### config.mk
export PLATFORM = sky130hd
export DESIGN_NAME = nete_tx_mux_flat
export DESIGN_NICKNAME = d
export VERILOG_FILES = /design/src/rtl/nete_pkg.sv /design/src/rtl/nete_tx_mux_if.sv /design/src/rtl/nete_rr_arb.sv /design/src/rtl/nete_tx_mux.sv /design/src/flat_wrapper.sv
export SDC_FILE = /design/constraint.sdc
export NUM_CORES = 1
export LEC_CHECK = 0
export ABC_CLOCK_PERIOD_IN_PS = 6800
export BUFFER_PORTS_ARGS = -buffer_cell sky130_fd_sc_hd__buf_2
export CAP_MARGIN = 20
export CORE_AREA = 2 2 261 263
export CTS_BUF_LIST = sky130_fd_sc_hd__clkbuf_8
export CTS_CLUSTER_DIAMETER = 30
export CTS_CLUSTER_SIZE = 25
export DETAILED_ROUTE_END_ITERATION = 8
export DIE_AREA = 0 0 263 265
export PLACE_DENSITY = 0.55
export SYNTH_ARGS = -nofsm -noshare
export SYNTH_HDL_FRONTEND = slang
export SYNTH_SLANG_ARGS = --single-unit
### constraint.sdc
create_clock -name clk -period 6.8 [get_ports clk]
set_clock_uncertainty 0.2 [all_clocks]
set_input_delay 1.36 -clock clk [delete_from_list [all_inputs] [get_ports clk]]
set_output_delay 1.36 -clock clk [all_outputs]
set_load 0.005 [all_outputs]
### src/rtl/nete_pkg.sv
// nete_pkg: shared definitions for the NETE transmit path.
//   nete_state_e : transmit mux FSM state
//   DEF_IN_W     : default wide input word width (bits)
//   DEF_OUT_W    : default AXIS output width (bits)
//   TDEST_W      : width of the AXIS tdest / channel index
package nete_pkg;

    typedef enum logic [1:0] {
        ST_IDLE = 2'd0,
        ST_LOAD = 2'd1,
        ST_SEND = 2'd2
    } nete_state_e;

    localparam int DEF_IN_W  = 256;
    localparam int DEF_OUT_W = 64;
    localparam int TDEST_W   = 4;

endpackage

### src/rtl/nete_tx_mux_if.sv
// nete_tx_mux_if: AXI-Stream transmit bus leaving the channel mux.
//   tx_tready : sink ready
//   tx_tdata  : beat data (OUT_W bits)
//   tx_tkeep  : byte enables (OUT_W/8 bits)
//   tx_tvalid : beat valid
//   tx_tlast  : final beat of packet
//   tx_tdest  : source channel index
// modport master = mux side, modport slave = sink side.
interface nete_tx_mux_if #(
    parameter int OUT_W = nete_pkg::DEF_OUT_W
);
    logic                        tx_tready;
    logic [OUT_W-1:0]            tx_tdata;
    logic [OUT_W/8-1:0]          tx_tkeep;
    logic                        tx_tvalid;
    logic                        tx_tlast;
    logic [nete_pkg::TDEST_W-1:0] tx_tdest;

    modport master (
        input  tx_tready,
        output tx_tdata, tx_tkeep, tx_tvalid, tx_tlast, tx_tdest
    );

    modport slave (
        output tx_tready,
        input  tx_tdata, tx_tkeep, tx_tvalid, tx_tlast, tx_tdest
    );
endinterface

### src/rtl/nete_rr_arb.sv
// nete_rr_arb: combinational round-robin arbiter.
//   i_req     : request vector (one bit per channel)
//   i_last    : index of the previously granted channel
//   o_gnt_oh  : one-hot grant
//   o_gnt_idx : grant index
//   o_any     : at least one request present
// Search starts at (i_last+1) mod NCH and proceeds upward with wrap.
module nete_rr_arb
    import nete_pkg::*;
#(
    parameter int NCH = 2
) (
    input  logic [NCH-1:0]     i_req,
    input  logic [TDEST_W-1:0] i_last,
    output logic [NCH-1:0]     o_gnt_oh,
    output logic [TDEST_W-1:0] o_gnt_idx,
    output logic               o_any
);
    int unsigned w_idx;

    always_comb begin
        o_gnt_oh  = '0;
        o_gnt_idx = '0;
        o_any     = 1'b0;
        w_idx     = 0;
        for (int unsigned i = 1; i <= NCH; i++) begin
            w_idx = (32'(i_last) + i) % NCH;
            if (!o_any && i_req[w_idx]) begin
                o_any           = 1'b1;
                o_gnt_oh[w_idx] = 1'b1;
                o_gnt_idx       = w_idx[TDEST_W-1:0];
            end
        end
    end
endmodule

### src/rtl/nete_tx_mux.sv
// nete_tx_mux: round-robin packet mux from NCH wide-word channels onto one
// narrower AXI-Stream output. Each accepted IN_W word is held and emitted
// lane 0 first as RATIO = IN_W/OUT_W beats (last word: only the lanes its
// keep covers, at least one). A grant is held until the tlast beat.
//   clk, rst_ : clock, asynchronous active-low reset
//   in_data   : NCH x IN_W words, channel c at [c*IN_W +: IN_W]
//   in_keep   : NCH x IN_W/8 byte enables (LSB-contiguous)
//   in_valid, in_last, in_rdy : per-channel word handshake
//   tx        : AXIS output (nete_tx_mux_if.master)
//   pkt_cnt   : NCH x 32 sent-packet counters (only with NETE_TX_MUX_STATS_EN)
// Optional feature macro: NETE_TX_MUX_STATS_EN
module nete_tx_mux
    import nete_pkg::*;
#(
    parameter int NCH   = 2,
    parameter int IN_W  = DEF_IN_W,
    parameter int OUT_W = DEF_OUT_W
) (
    input  logic                  clk,
    input  logic                  rst_,
    input  logic [NCH*IN_W-1:0]   in_data,
    input  logic [NCH*IN_W/8-1:0] in_keep,
    input  logic [NCH-1:0]        in_valid,
    input  logic [NCH-1:0]        in_last,
    output logic [NCH-1:0]        in_rdy,
`ifdef NETE_TX_MUX_STATS_EN
    output logic [NCH*32-1:0]     pkt_cnt,
`endif
    nete_tx_mux_if.master         tx
);
    localparam int RATIO = IN_W / OUT_W;
    localparam int OB    = OUT_W / 8;
    localparam int IB    = IN_W / 8;
    localparam int LW    = (RATIO > 1) ? $clog2(RATIO) : 1;
    localparam int PW    = $clog2(IB + 1);

    nete_state_e        r_state, w_next_state;
    logic [NCH-1:0]     r_grant_oh;
    logic [TDEST_W-1:0] r_grant, r_last_grant;
    logic [IN_W-1:0]    r_hold;
    logic [IB-1:0]      r_hold_keep;
    logic               r_hold_last;
    logic [LW-1:0]      r_lane, r_lane_max;

    logic [IN_W-1:0]    w_word;
    logic [IB-1:0]      w_keep;
    logic [PW-1:0]      w_pop;
    logic [LW-1:0]      w_lane_max;
    logic               w_valid_g, w_last_g;
    logic [NCH-1:0]     w_arb_oh;
    logic [TDEST_W-1:0] w_arb_idx, w_arb_last;
    logic               w_arb_any, w_arb_load;
    logic               w_beat, w_final, w_done, w_take;

    // At the tlast handshake the outgoing grant becomes the new last_grant,
    // so the arbiter sees it one edge early to re-arbitrate without IDLE.
    assign w_arb_last = (r_state == ST_SEND) ? r_grant : r_last_grant;

    nete_rr_arb #(.NCH(NCH)) u_arb (
        .i_req     (in_valid),
        .i_last    (w_arb_last),
        .o_gnt_oh  (w_arb_oh),
        .o_gnt_idx (w_arb_idx),
        .o_any     (w_arb_any)
    );

    assign w_valid_g  = |(in_valid & r_grant_oh);
    assign w_last_g   = |(in_last & r_grant_oh);
    assign w_final    = (r_lane == r_lane_max);
    assign w_beat     = (r_state == ST_SEND) && tx.tx_tready;
    assign w_done     = w_beat && w_final && r_hold_last;
    assign w_take     = |(in_valid & in_rdy);
    assign w_arb_load = w_arb_any && ((r_state == ST_IDLE) || w_done);

    // Granted channel's word and keep, plus the final lane index to emit.
    always_comb begin
        w_word = '0;
        w_keep = '0;
        for (int unsigned c = 0; c < NCH; c++) begin
            if (r_grant_oh[c]) begin
                w_word = in_data[c*IN_W +: IN_W];
                w_keep = in_keep[c*IB +: IB];
            end
        end
        w_pop = '0;
        for (int unsigned b = 0; b < IB; b++) begin
            w_pop = w_pop + PW'(w_keep[b]);
        end
        w_lane_max = LW'(RATIO - 1);
        if (w_last_g) begin
            if (int'(w_pop) > OB) w_lane_max = LW'((int'(w_pop) + OB - 1) / OB - 1);
            else                  w_lane_max = '0;
        end
    end

    always_ff @(posedge clk or negedge rst_) begin
        if (!rst_) r_state <= ST_IDLE;
        else       r_state <= w_next_state;
    end

    always_comb begin
        w_next_state = r_state;
        case (r_state)
            ST_IDLE: if (w_arb_any) w_next_state = ST_LOAD;
            ST_LOAD: if (w_valid_g) w_next_state = ST_SEND;
            ST_SEND: begin
                if (w_beat && w_final) begin
                    if (r_hold_last)     w_next_state = w_arb_any ? ST_LOAD : ST_IDLE;
                    else if (!w_valid_g) w_next_state = ST_LOAD;
                end
            end
            default: w_next_state = ST_IDLE;
        endcase
    end

    always_comb begin
        in_rdy       = '0;
        tx.tx_tvalid = 1'b0;
        tx.tx_tdata  = '0;
        tx.tx_tkeep  = '0;
        tx.tx_tlast  = 1'b0;
        tx.tx_tdest  = r_grant;
        case (r_state)
            ST_LOAD: in_rdy = r_grant_oh;
            ST_SEND: begin
                tx.tx_tvalid = 1'b1;
                for (int unsigned l = 0; l < RATIO; l++) begin
                    if (r_lane == LW'(l)) begin
                        tx.tx_tdata = r_hold[l*OUT_W +: OUT_W];
                        tx.tx_tkeep = r_hold_last ? r_hold_keep[l*OB +: OB] : '1;
                    end
                end
                tx.tx_tlast = r_hold_last && w_final;
                // Accept the next word alongside the final beat for zero-bubble flow.
                if (!r_hold_last && w_final && tx.tx_tready) in_rdy = r_grant_oh;
            end
            default: ;
        endcase
    end

    always_ff @(posedge clk or negedge rst_) begin
        if (!rst_) begin
            r_grant_oh   <= '0;
            r_grant      <= '0;
            r_last_grant <= TDEST_W'(NCH - 1);
            r_hold       <= '0;
            r_hold_keep  <= '0;
            r_hold_last  <= 1'b0;
            r_lane       <= '0;
            r_lane_max   <= '0;
        end else begin
            if (w_take) begin
                r_hold      <= w_word;
                r_hold_keep <= w_keep;
                r_hold_last <= w_last_g;
                r_lane      <= '0;
                r_lane_max  <= w_lane_max;
            end else if (w_beat && !w_final) begin
                r_lane <= r_lane + LW'(1);
            end
            if (w_arb_load) begin
                r_grant    <= w_arb_idx;
                r_grant_oh <= w_arb_oh;
            end
            if (w_done) r_last_grant <= r_grant;
        end
    end

`ifdef NETE_TX_MUX_STATS_EN
    logic [31:0] r_pkt_cnt [NCH];

    always_ff @(posedge clk or negedge rst_) begin
        if (!rst_) begin
            for (int unsigned c = 0; c < NCH; c++) r_pkt_cnt[c] <= '0;
        end else if (w_done) begin
            for (int unsigned c = 0; c < NCH; c++) begin
                if (r_grant_oh[c]) r_pkt_cnt[c] <= r_pkt_cnt[c] + 32'd1;
            end
        end
    end

    always_comb begin
        pkt_cnt = '0;
        for (int unsigned c = 0; c < NCH; c++) pkt_cnt[c*32 +: 32] = r_pkt_cnt[c];
    end
`endif
endmodule

### src/flat_wrapper.sv
// flat-port wrapper written by rule: the top's interface ports become plain ports
module nete_tx_mux_flat import nete_pkg::*;
#(
    parameter int NCH   = 2,
    parameter int IN_W  = DEF_IN_W,
    parameter int OUT_W = DEF_OUT_W
)
  (clk, rst_, in_data, in_keep, in_valid, in_last, in_rdy, tx_tx_tready, tx_tx_tdata, tx_tx_tkeep, tx_tx_tvalid, tx_tx_tlast, tx_tx_tdest);
  nete_tx_mux_if #(.OUT_W(OUT_W)) tx_i ();
  input  logic clk;
  input  logic rst_;
  input  logic [NCH*IN_W-1:0] in_data;
  input  logic [NCH*IN_W/8-1:0] in_keep;
  input  logic [NCH-1:0] in_valid;
  input  logic [NCH-1:0] in_last;
  output logic [NCH-1:0] in_rdy;
  input wire logic [$bits(tx_i.tx_tready)-1:0] tx_tx_tready;
  output wire logic [$bits(tx_i.tx_tdata)-1:0] tx_tx_tdata;
  output wire logic [$bits(tx_i.tx_tkeep)-1:0] tx_tx_tkeep;
  output wire logic [$bits(tx_i.tx_tvalid)-1:0] tx_tx_tvalid;
  output wire logic [$bits(tx_i.tx_tlast)-1:0] tx_tx_tlast;
  output wire logic [$bits(tx_i.tx_tdest)-1:0] tx_tx_tdest;
  assign tx_i.tx_tready = tx_tx_tready;
  assign tx_tx_tdata = tx_i.tx_tdata;
  assign tx_tx_tkeep = tx_i.tx_tkeep;
  assign tx_tx_tvalid = tx_i.tx_tvalid;
  assign tx_tx_tlast = tx_i.tx_tlast;
  assign tx_tx_tdest = tx_i.tx_tdest;
  nete_tx_mux #(.NCH(NCH), .IN_W(IN_W), .OUT_W(OUT_W)) u_core (.clk(clk), .rst_(rst_), .in_data(in_data), .in_keep(in_keep), .in_valid(in_valid), .in_last(in_last), .in_rdy(in_rdy), .tx(tx_i));
endmodule
---- Word level (Yosys, flattened, before mapping) ----
Index checks and enable logic that the tools add are counted.
word-level totals
  bits in registers ....................... 299
  bits of input ports ..................... 583
  output and inout port bits .............. 80
  logic and storage cells ................. 138
operators by class
  add/sub/neg operators ................... 38
  $lt $le $gt $ge ......................... 5
  eq/ne operators ......................... 10
  multiplexer cells ....................... 48
  bitwise operators ....................... 5
  reductions and logical operators ........ 23
operators with widths
  operator                                                        number
  two-way mux 256 bit                                             2
  two-way mux 64 bit                                              5
  adder 6 x 1 -> 6 bit                                            30
  two-way mux 8 bit                                               9
  two-way mux 32 bit                                              2
  two-way mux 2 bit                                               12
  two-way mux 1 bit                                               14
  logical AND 1 bit                                               11
  subtractor 7 x 1 -> 8 bit (second input constant)               1
  adder 6 x 4 -> 7 bit (second input constant)                    1
  bitwise AND 2 bit                                               3
  == test 2 bit (second input constant)                           3
  greater-than comparator 6 x 4 -> 1 bit (second input constant)  1
  case mux 2 bit (3 select lines)                                 1
  OR reduction 2 bit                                              3
  == test 2 x 1 -> 1 bit (second input constant)                  2
  zero test 2 bit                                                 2
  < comparator 1 x 2 -> 1 bit (second input constant)             2
  != test 2 x 1 -> 1 bit (second input constant)                  2
  case mux 2 bit (2 select lines)                                 1
  AND reduction 4 bit                                             1
  zero test 1 bit                                                 3
  != test 3 x 2 -> 1 bit (second input constant)                  1
  OR reduction 3 bit                                              1
  other kinds (13)                                                16

---- Logic depth before layout (Yosys ltp) ----
Gate-level depths: netlist (run 1).
  word-level depth ........................ 41
  gate-level depth with buffers ........... 21
  depth with buffers taken out ............ 20

---- Cells and area by module ----
Synthesis (run 1) repeated with hierarchy kept, for this count alone.
second synthesis, totals
  cell total of the unflattened synthesis .. 1870
  area total of the unflattened synthesis .. 16877.4 µm²
by module, submodules not included
  module       times used  cells an instance  area each (µm²)  sequential area each (µm²)
  nete_tx_mux  1           1861               16818.6          7633.6
  nete_rr_arb  1           9                  58.8             0.0

---- Worst setup path before layout (run 1) ----
OpenSTA, ideal clock, no wires.
  path kind ............................... input to register
  start point ............................. input port in_keep[32]
  end point ............................... register u_core.r_lane_max[1]
  setup time .............................. 0.124 ns
  data arrival time ....................... 6.618 ns
  required time ........................... 6.476 ns
  setup slack ............................. -0.142 ns
  stages .................................. 16
  buffers on the path ..................... 0
  cells stage by stage .................... a22o_1 ha_1 inv_1 fa_1 fa_1 fa_1 fa_1 fa_1 fa_1 fa_1 fa_1 xor2_1 nand4b_1 or2_2 a311o_1 o31a_1
between the ends
  word-level cells in the longest chain between the ends .. 40
  elaborated cells on any way between the ends .. 41
  classes of those cells .................. 35 x add/sub; 1 x order compare; 3 x mux; 1 x bitwise; 1 x reduce/logical
ends and longest elaborated chain
  what                                   line                RTL
  from (decl)                            flat_wrapper.sv:13  input logic [NCH*IN_W/8-1:0] in_keep;
  two-way mux 32 bit *                   nete_tx_mux.sv:80   if (r_grant_oh[c]) begin
  adder 1 x 1 -> 2 bit *                 nete_tx_mux.sv:87   w_pop = w_pop + PW'(w_keep[b]);
  adder 6 x 1 -> 6 bit * (30 in series)  nete_tx_mux.sv:87
  adder 6 x 4 -> 7 bit                   nete_tx_mux.sv:91   if (int'(w_pop) > OB) w_lane_max = LW'((int'(w_pop) + OB - 1) / OB - 1);
  subtractor 7 x 1 -> 8 bit              nete_tx_mux.sv:91
  OR reduction 3 bit (no line)           -
  bitwise AND 1 bit (no line)            -
  adder 2 x 1 -> 2 bit (no line)         -
  subtractor 2 bit                       nete_tx_mux.sv:91
  two-way mux 2 bit *                    nete_tx_mux.sv:91
  two-way mux 2 bit *                    nete_tx_mux.sv:90   if (w_last_g) begin
  to (signal assigned)                   nete_tx_mux.sv:157  r_lane_max <= w_lane_max;
  to (decl)                              nete_tx_mux.sv:43   logic [LW-1:0] r_lane, r_lane_max;
Every way passes the cells marked *; elsewhere a longest branch is shown, timed or not.
A chain may end at the register's enable or synchronous reset.

---- Worst setup path in the final report (run 1) ----
  start point ............................. input port in_keep[32]
  end point ............................... register u_core.r_lane_max[1]
between the ends
  word-level cells in the longest chain between the ends .. 40
  elaborated cells on any way between the ends .. 41
  classes of those cells .................. 35 x add/sub; 1 x order compare; 3 x mux; 1 x bitwise; 1 x reduce/logical
ends and longest elaborated chain
  what                                   line               RTL
  two-way mux 32 bit *                   nete_tx_mux.sv:80
  net u_core.w_keep[0]                   nete_tx_mux.sv:46  logic [IB-1:0] w_keep;
  adder 1 x 1 -> 2 bit *                 nete_tx_mux.sv:87
  adder 6 x 1 -> 6 bit * (30 in series)  nete_tx_mux.sv:87
  adder 6 x 4 -> 7 bit                   nete_tx_mux.sv:91
  subtractor 7 x 1 -> 8 bit              nete_tx_mux.sv:91
  OR reduction 3 bit (no line)           -
  bitwise AND 1 bit (no line)            -
  adder 2 x 1 -> 2 bit (no line)         -
  subtractor 2 bit                       nete_tx_mux.sv:91
  two-way mux 2 bit *                    nete_tx_mux.sv:91
  two-way mux 2 bit *                    nete_tx_mux.sv:90
The timed path passes the listed nets; every way through them passes the cells marked *.

==> metrics.txt, run 1 <==
CTS Buf Count=84; crit-path max cell delay=0.53 ns; CP Launch Type=input port; final layout net count=3,054; Post-Route WL=63.2 mm; critical-path cell list=buf_2, a22o_1, ha_1, inv_1, fa_1, fa_1, fa_1, fa_1, fa_1, fa_1, fa_2, fa_2, xor2_2, nand4b_1, or2_2, a311o_1, o31a_1; GP Congestion=0.880; standard-cell row count=95; number of synthesized flops with an enable pin=0; Starting Density=24.7%; WS Path Type=input port to flip-flop; WHS Path Cells=2; Hold Crit Class=flip-flop to flip-flop; initial antenna violation count=10; ANT nets after route=0; DR vias/cell=4.87; top-area cell type share of the netlist area=45.3%; PwrDens=628 nW/µm²; IO Port Bufs=659; clk_lat worst skew=0.65 ns; first-iteration detailed-routing DRC count=965; final slew viol count=0; die area=69,700 µm²; synthesis-to-finish area growth=35.8%; ys async rst share=100%; largest area contributor in the netlist=dfrtp_1; CTS Sinks=299; hold_ws=0.276 ns; CP max-delay cell=fa_1; Sequential Area=7490 µm²; hold-fix buffers at CTS=0; Seq cells post-synth=299; Slew HR=31.5%; share of layout cells above drive strength 1=34.2%; worst-path fanout max=3; clk root buf=clkbuf_8; wire per inst=18.7 µm; post-CTS setup buffers=0; commonest non-fill, non-tap cell in the layout=buf_2; Synth Warn #=0; worst-case clock buffer depth=3; Final Util=33.5%; Synth Flop Type=dfrtp_1; I/O Pins=663; CTS tree=built; worst slew pin tran=1.03 ns; H-tree level count=3; # DRC=0; GRT Total Usage=17.6%; Multi-input gate area=8200 µm²; dpl hpwl=46.4 mm; vias post-DR=16,448; Worst EP required=7.13 ns; cells taking the most area after synthesis=dfrtp_1 (45%), a22oi_1 (13%), o21ai_0 (8.9%); post-route design area=22,400 µm²; status=finished, final reports clean; vias in the first global route=16,747; Tmin final=6.55 ns; Netlist Area Pre-Place=16,500 µm²; DRT Pass-1 Iters=6; commonest non-fill, non-tap cells in the layout=buf_2 (658), dfrtp_1 (297), nand2_1 (293), o21ai_0 (293), a22oi_1 (280); crit end category=flip-flop; period utilization=96.3%; cts repair resizes=0; FILL cells=6,994; RSZ-0062 raised after global routing=false; final hold vios=0; Max rail drop VDD=1180 µV; Reg clk slew, reported paths=0.05 ns; Setup Viol. Count Final=0; GRT Residual Overflow=0; Die X=263 µm; first-pass GRT wire length=95.0 mm; Placed Area=20,500 µm²; CP most frequent cell=fa_1; Chip Height=265 µm; cells on worst reg2reg path=17; max frequency=0.153 GHz; Post-Syn Instances=1,838; register area share after synthesis=45.4%; core area=66,800 µm²; Yosys cell types=45; Critical Path AT=6.88 ns; largest net degree at the start of global routing=230; number of max-cap violations=0; setup TNS=0 ns; mean area per synthesized cell=8.96 µm²; Leakage=10.6 nW
Yosys cell counts, types with 2 or more instances:
| cell | instances |
|---|---|
| mux2i_1 | 18 |
| mux2_2 | 13 |
| nor2b_1 | 131 |
| a221oi_1 | 64 |
| clkbuf_1 | 140 |
| ha_1 | 16 |
| dfrtp_1 | 298 |
| buf_2 | 28 |
| a22o_1 | 9 |
| a21o_1 | 3 |
| inv_1 | 32 |
| buf_1 | 11 |
| nand4_1 | 2 |
| a22oi_1 | 280 |
| o21ai_0 | 293 |
| nor2_1 | 11 |
| nor3_1 | 65 |
| buf_4 | 5 |
| nand2_1 | 293 |
| a21oi_1 | 75 |
| fa_1 | 24 |
| xor2_1 | 4 |
power breakdown:
group / switching (mW) / total (mW) / internal, mW / leakage (nW)
clock: 1.01 / 2.56 / 1.55 / 0.992
sequential: 0.494 / 3.10 / 2.60 / 3.89
combinational: 5.00 / 8.40 / 3.40 / 5.70
total: 6.50 / 14.1 / 7.56 / 10.6
layout make-up:
type,count,share of cell area [%]
antenna,6,0.0671
clock buffer,100,6.15
clock inverter,55,2.08
inverter,32,0.537
multi-input combinational,1324,36.7
sequential,299,33.5
tap,873,4.88
timing repair buffer,690,16.2
metrics by stage:
stage          total power, mW  setup WS (ns)  cells
2_1_floorplan             9.06         0.0256   1840
3_3_place_gp              10.9         -0.207   3216
3_5_place_dp              11.5         -0.343   3216
4_1_cts                   14.2          0.164   3371
5_1_grt                   15.3         0.0966   3377
6_report                  14.1          0.249   3379
state kept, by name, indices dropped and copies added, names as in the netlist:
signal               cells
u_core.r_grant_oh        2
u_core.tx.tx_tdest       1
u_core.r_lane            2
u_core.r_hold_last       1
u_core.r_hold          256
u_core.r_last_grant      1
u_core.r_lane_max        2
u_core.r_state           2
u_core.r_hold_keep      32
critical path: cells and delay by family:
family                   cells  cell delay, ns
AND/OR/NAND/NOR              2            0.44
XOR/XNOR                     1            0.20
adder cells (fa/ha/maj)      9            3.94
buffers and inverters        2            0.15
AO/OA/AOI/OAI                3            0.78
kinds of logic (layout without fill, tap and decap cells):
| logic type | Yosys count | in the layout | synth area share, % |
|---|---|---|---|
| buffers and inverters | 217 | 877 | 5.32 |
| and+or+nand+nor | 510 | 510 | 14.3 |
| AOI/OAI and AO/OA | 735 | 735 | 28.5 |
| adders and majority gates | 40 | 40 | 4.13 |
| xor gates and xnor gates | 5 | 5 | 0.266 |
| DFF | 299 | 299 | 45.4 |
| other | 1 | 9 | 0.0228 |
| muxes | 31 | 31 | 1.98 |
routing by layer:
metal	GRT usage, %	share of wire, %
met2	31.0	50
met1	20.3	40
met3	3.86	6.4
met4	8.19	4.1
met5	0	0.019
worst paths after layout:
path                                           to            startpoint  slack, ns
setup / recovery             u_core.r_lane_max[1]           in_keep[32]       0.25
max in group asynchronous  u_core.r_hold_keep[14]                  rst_       4.45
hold reg to reg                u_core.r_hold[134]    u_core.r_hold[134]       0.28
setup reg to reg             u_core.r_lane_max[1]  u_core.r_grant_oh[1]       0.25
min in group asynchronous      u_core.r_hold[103]                  rst_       0.54
hold / removal                 u_core.r_hold[134]    u_core.r_hold[134]       0.28
Note: power is estimated with default switching activity, not from simulation.
==> inputs of run 2 (changes only) <==
CORE_AREA = 2 2 258 260   (was 2 2 261 263)
DIE_AREA = 0 0 260 262   (was 0 0 263 265)
PLACE_DENSITY = 0.56   (was 0.55)
SKIP_CTS_REPAIR_TIMING = 1   (was not set)
==> metrics.txt, run 2 (same netlist as run 1, synthesis figures left out) <==
commonest non-fill, non-tap cell in the layout=buf_2; commonest non-fill, non-tap cells in the layout=buf_2 (658), dfrtp_1 (297), nand2_1 (293), o21ai_0 (293), a22oi_1 (280); critical-path cell list=buf_4, a22o_1, ha_1, inv_1, fa_1, fa_1, fa_1, fa_1, fa_1, fa_1, fa_2, fa_2, xor2_2, nand4b_1, or2_2, a311o_1, o31a_1; IO Port Bufs=659 (unchanged); vias post-DR=16,407 (-0.25%); Critical Path AT=6.92 ns (+0.04 ns); # DRC=0 (unchanged); worst-path fanout max=43 (+40); clk_lat worst skew=0.65 ns (about the same); H-tree level count=3 (unchanged); final slew viol count=0 (unchanged); RSZ-0062 raised after global routing=false; Setup Viol. Count Final=0 (unchanged); GRT Total Usage=17.6% (-0.025 points); initial antenna violation count=4 (-6); Reg clk slew, reported paths=0.05 ns (about the same); first-pass GRT wire length=92.0 mm (-3.2%); GRT Residual Overflow=0 (unchanged); crit-path max cell delay=0.55 ns (+0.02 ns); PwrDens=644 nW/µm² (+2.5%); clk root buf=clkbuf_8; wire per inst=18.7 µm (+0.26%); vias in the first global route=16,266 (-2.9%); dpl hpwl=46.1 mm (-0.69%); Chip Height=262 µm (-1.1%); share of layout cells above drive strength 1=34.5% (+0.37 points); post-route design area=22,600 µm² (+1.1%); CP max-delay cell=fa_1; CTS Sinks=299 (unchanged); CTS Buf Count=87 (+3.6%); total power=14.6 mW (+3.6%); ANT nets after route=0 (unchanged); status=finished, final reports clean; largest net degree at the start of global routing=260 (+13%); Largest register FFs=256 (unchanged); final hold vios=0 (unchanged); GP Congestion=0.875 (-0.58%); standard-cell row count=94 (-1.1%); Largest Register=u_core.r_hold; Hold Crit Class=flip-flop to flip-flop; Max rail drop VDD=1320 µV (+12%); Worst EP required=7.14 ns (about the same); first-iteration detailed-routing DRC count=927 (-3.9%); Largest regs=u_core.r_hold: 256 flops, u_core.r_hold_keep: 32 flops; core area=65,300 µm² (-2.3%); CP most frequent cell=fa_1; die area=68,100 µm² (-2.3%); Post-Route WL=63.1 mm (about the same); hold_ws=0.277 ns (+0.000400 ns); Tmin final=6.59 ns (+0.0381 ns); Starting Density=25.2% (+0.58 points); max frequency=0.152 GHz (-0.58%); Leakage=10.7 nW (+1.1%); DRT Pass-1 Iters=5 (-1); I/O Pins=663 (unchanged); DR vias/cell=4.87 (+0.11%); CP Launch Type=flip-flop; Slew HR=27.2% (-4.3 points); number of max-cap violations=0 (unchanged); Die X=260 µm (-1.1%); crit end category=flip-flop; Placed Area=20,500 µm² (-0.10%); worst-case clock buffer depth=3 (unchanged); WS Path Type=flip-flop to flip-flop; period utilization=96.9% (+0.56 points); final layout net count=3,057 (+0.098%); CTS tree=built; worst slew pin tran=1.09 ns (+0.0640 ns); synthesis-to-finish area growth=37.2%
run 2: changes by cell type in the layout (fill, tap and decap cells not counted), sizes merged, moves of 3 or more:
cell,change
bufinv,+14
inv,-8
diode,-5
clkbuf,-4
clkinv,+3
clkinvlp,-3
run 2: path summary, 6_finish.rpt:
kind / startpoint / to / slack [ns] / cells past startpoint
worst max register to register: u_core.r_grant_oh[1] / u_core.r_lane_max[1] / 0.21 / 17
worst max-delay path: u_core.r_grant_oh[1] / u_core.r_lane_max[1] / 0.21 / 17
worst min register to register: u_core.r_hold[214] / u_core.r_hold[214] / 0.28 / 2
worst min-delay path: u_core.r_hold[214] / u_core.r_hold[214] / 0.28 / 2
min in group asynchronous: rst_ / u_core.r_hold[41] / 0.55 / 1
max in group asynchronous: rst_ / u_core.r_hold[190] / 4.38 / 2
run 2: per-layer routing:
layer  GRT usage (%)  up-vias  wire [µm]
met1            20.4     7792      25100
met2            31.6      608      32000
met4            6.77        4       2140
li1                -     7879          -
met3            3.78      124       3860
met5               0        -         26
run 2: area by class of cell:
class	instances	area, µm²
fill	6748	42700
multi-input combinational	1325	8200
sequential	299	7490
timing repair buffer	689	3580
clock buffer	96	1320
tap	864	1080
clock inverter	61	816
inverter	32	120
antenna	1	2.50
run 2: stage by stage:
step           instances  setup TNS [ns]  utilization, %  setup slack (ns)
3_5_place_dp        3207          -0.559            31.3            -0.413
2_1_floorplan       1840               0               -            0.0256
4_1_cts             3364               0            34.6             0.214
3_3_place_gp        3207          -0.231            31.3            -0.231
5_1_grt             3367               0            34.6          0.000253
6_report            3367               0            34.6             0.211
run 2: worst max-delay path: cells and delay by family, from the launching register on:
kind	cells	cell delay (ns)
adders and majority gates	9	3.88
buffers and inverters	2	0.35
AOI/OAI and AO/OA	3	0.85
xor gates and xnor gates	1	0.23
DFF	1	0.50
and+or+nand+nor	2	0.46
run 2: where the power goes:
group | internal, mW | switching, mW
logic | 3.33 | 5.10
clock network | 2.03 | 1.03
registers | 2.60 | 0.475
total | 7.97 | 6.60
==> inputs of run 3 (changes only) <==
ABC_AREA = 1   (was not set)
CORE_AREA = 2 2 260 262   (was 2 2 258 260)
CTS_BUF_LIST = sky130_fd_sc_hd__clkbuf_4 sky130_fd_sc_hd__clkbuf_8   (was sky130_fd_sc_hd__clkbuf_8)
DIE_AREA = 0 0 262 264   (was 0 0 260 262)
PLACE_DENSITY = 0.58   (was 0.56)
==> metrics.txt, run 3 <==
synthesis-to-finish area growth=32.9%; Starting Density=27.3% (+2.0 points); status=finished, final reports clean; crit end category=flip-flop; first-pass GRT wire length=104 mm (+13%); period utilization=92.7% (-4.2 points); Largest register FFs=256 (unchanged); DRT Pass-1 Iters=5 (unchanged); final layout net count=3,516 (+15%); largest net degree at the start of global routing=129 (-50%); CTS Buf Count=90 (+3.4%); Placed Cells=3,674 (+15%); vias in the first global route=18,622 (+14%); Synth Area in XOR/XNOR=0.145% (-0.12 points); mean area per synthesized cell=7.78 µm² (-13%); Synth Warn #=0 (unchanged); Flop pwr share=17.1% (-4.0 points); GRT Total Usage=18.9% (+1.4 points); post-route design area=24,100 µm² (+6.6%); first-iteration detailed-routing DRC count=1,335 (+44%); wire per inst=17.8 µm (-5.2%); Post-Syn Instances=2,331 (+27%); clk_lat worst skew=0.65 ns (about the same); core area=66,600 µm² (+2.0%); standard-cell row count=95 (+1.1%); Seq cells post-synth=299 (unchanged); Die X=262 µm (+0.77%); count leader, synth=nand2_1; Clock power frac=18.4% (-2.6 points); Critical Path AT=6.64 ns (-0.28 ns); worst-path fanout max=25 (-42%); CTS Sinks=299 (unchanged); part of the power in combinational logic=64.5% (+6.7 points); I/O Pins=663 (unchanged); Synth Flop Type=dfrtp_1; Largest Register=u_core.r_hold; Tmin final=6.30 ns (-0.288 ns); die area=69,200 µm² (+1.5%); switch share=48.4% (+3.1 points); Synth Area in Compound Gates=24.2% (-4.4 points); GP Congestion=0.806 (-7.9%); vias post-DR=18,864 (+15%); simple-gate share of the synthesized area=23.5% (+9.1 points); dpl hpwl=46.3 mm (+0.39%); Setup WS pre-CTS=-0.0829 ns (+0.330 ns); register area share after synthesis=41.2% (-4.2 points); # DRC=0 (unchanged); P_int=8.65 mW (+8.6%); worst slew pin tran=1.06 ns (-0.0335 ns); IO Port Bufs=659 (unchanged); max frequency=0.159 GHz (+4.6%); post-synthesis mux area share=0% (-2.0 points); commonest non-fill, non-tap cells in the layout=buf_2 (658), nand2_1 (636), nand3_1 (303), dfrtp_1 (297), a22o_1 (267); Netlist Area Pre-Place=18,100 µm² (+10%); initial antenna violation count=4 (unchanged); Post-Route WL=68.3 mm (+8.2%); number of synthesized flops with an enable pin=0 (unchanged); Synth Area in Adders=3.75% (-0.38 points); Commonest cells post-synth=nand2_1 (636), nand3_1 (303), dfrtp_1 (298), a22o_1 (267), o21ai_0 (228); commonest non-fill, non-tap cell in the layout=buf_2; CP Launch Type=flip-flop; FILL cells=7,067 (+4.7%); cells taking the most area after synthesis=dfrtp_1 (41%), nand2_1 (13%), a22o_1 (13%); Yosys cell types=30 (-33%); fin cells=3,844 (+14%); final hold vios=0 (unchanged); Final Util=36.2% (+1.6 points); WS Path Type=flip-flop to flip-flop; setup TNS=0 ns (unchanged); Reg clk slew, reported paths=0.05 ns (about the same); Largest regs=u_core.r_hold: 256 flops, u_core.r_hold_keep: 32 flops; Chip Height=264 µm (+0.76%); Placed Area=21,900 µm² (+7.1%); Setup Viol. Count Final=0 (unchanged); CTS tree=built; Leakage=13.0 nW (+22%); PwrDens=695 nW/µm² (+7.9%); ys async rst share=100% (unchanged); largest area contributor in the netlist=dfrtp_1; final slew viol count=0 (unchanged); clk root buf=clkbuf_8; Worst EP required=7.14 ns (about the same); worst-case clock buffer depth=3 (unchanged); GRT Residual Overflow=0 (unchanged); final worst-path setup slack=0.499 ns (+0.288 ns); ANT nets after route=0 (unchanged); H-tree level count=3 (unchanged); Hold Crit Class=flip-flop to flip-flop; Max rail drop VDD=1350 µV (+2.4%); P_sw=8.11 mW (+23%); top-area cell type share of the netlist area=41.1% (-4.2 points); number of max-cap violations=0 (unchanged); Slew HR=29.5% (+2.2 points); RSZ-0062 raised after global routing=false; DR vias/cell=4.91 (+0.71%); share of layout cells above drive strength 1=29.3% (-5.2 points); largest family of logic cells by synthesized area=compound AO/OA/AOI/OAI gates
-- run 3: final cells by class --
| cell class | count | area [µm²] | area share [%] |
|---|---|---|---|
| clock buffer | 121 | 1570 | 6.52 |
| inverter | 78 | 299 | 1.24 |
| timing repair buffer | 689 | 3600 | 14.9 |
| clock inverter | 47 | 627 | 2.60 |
| sequential | 299 | 7490 | 31.1 |
| multi-input combinational | 1735 | 9430 | 39.1 |
| antenna | 2 | 5.00 | 0.0208 |
| tap | 873 | 1090 | 4.53 |
-- run 3: power by group through the flow --
stage          sequential, mW  combinational, mW  clock [mW]
2_1_floorplan            2.75               8.18           0
3_3_place_gp             2.87               10.4           0
3_5_place_dp             2.88               10.7           0
4_1_cts                  2.86               10.8        3.14
5_1_grt                  2.95               12.3        3.25
6_report                 2.87               10.8        3.08
-- run 3: per-layer routing --
| layer | part of all wire (%) | wire [µm] | track usage (%) |
|---|---|---|---|
| met1 | 43 | 29500 | 24.4 |
| met3 | 7.1 | 4880 | 4.17 |
| met2 | 47 | 32000 | 31.2 |
| met4 | 2.8 | 1910 | 6.61 |
| met5 | 0.031 | 21 | 0 |
-- run 3: logic make-up (layout without fill, tap and decap cells) --
group	count (synthesis)	after routing
AOI/OAI and AO/OA	663	663
xor gates and xnor gates	3	3
adders and majority gates	40	40
buffers and inverters	299	935
DFF	299	299
other	1	5
and+or+nand+nor	1026	1026
-- run 3: worst paths after layout --
path / from / endpoint / slack [ns] / cells after the start
worst max-delay path: u_core.r_grant_oh[1] / u_core.r_lane_max[0] / 0.50 / 22
worst min-delay path: u_core.r_last_grant[0] / u_core.r_last_grant[0] / 0.27 / 2
worst max register to register: u_core.r_grant_oh[1] / u_core.r_lane_max[0] / 0.50 / 22
worst min register to register: u_core.r_last_grant[0] / u_core.r_last_grant[0] / 0.27 / 2
max in group asynchronous: rst_ / u_core.r_hold[125] / 4.55 / 2
min in group asynchronous: rst_ / u_core.r_hold[149] / 0.51 / 1
-- run 3: worst max-delay path, stage by stage (launching register included) --
cell	delay [ns]
dfrtp_4	0.60
nor2_4	0.30
a22o_1	0.29
ha_1	0.26
inv_1	0.07
fa_1	0.42
fa_1	0.47
fa_1	0.52
fa_1	0.43
fa_1	0.51
fa_1	0.43
fa_1	0.43
fa_1	0.44
inv_1	0.11
nand3_1	0.09
nand2_1	0.08
nand2_1	0.05
nand2_1	0.11
nand3_1	0.10
nand2_1	0.07
nand3_1	0.06
nand2_1	0.06
nand2_1	0.06
-- run 3: through the flow --
stage | hold WS, ns | power, mW
5_1_grt | 0.274 | 18.5
4_1_cts | 0.268 | 16.8
6_report | 0.267 | 16.8
3_3_place_gp | 0.257 | 13.3
3_5_place_dp | 0.262 | 13.6
2_1_floorplan | 0.246 | 10.9
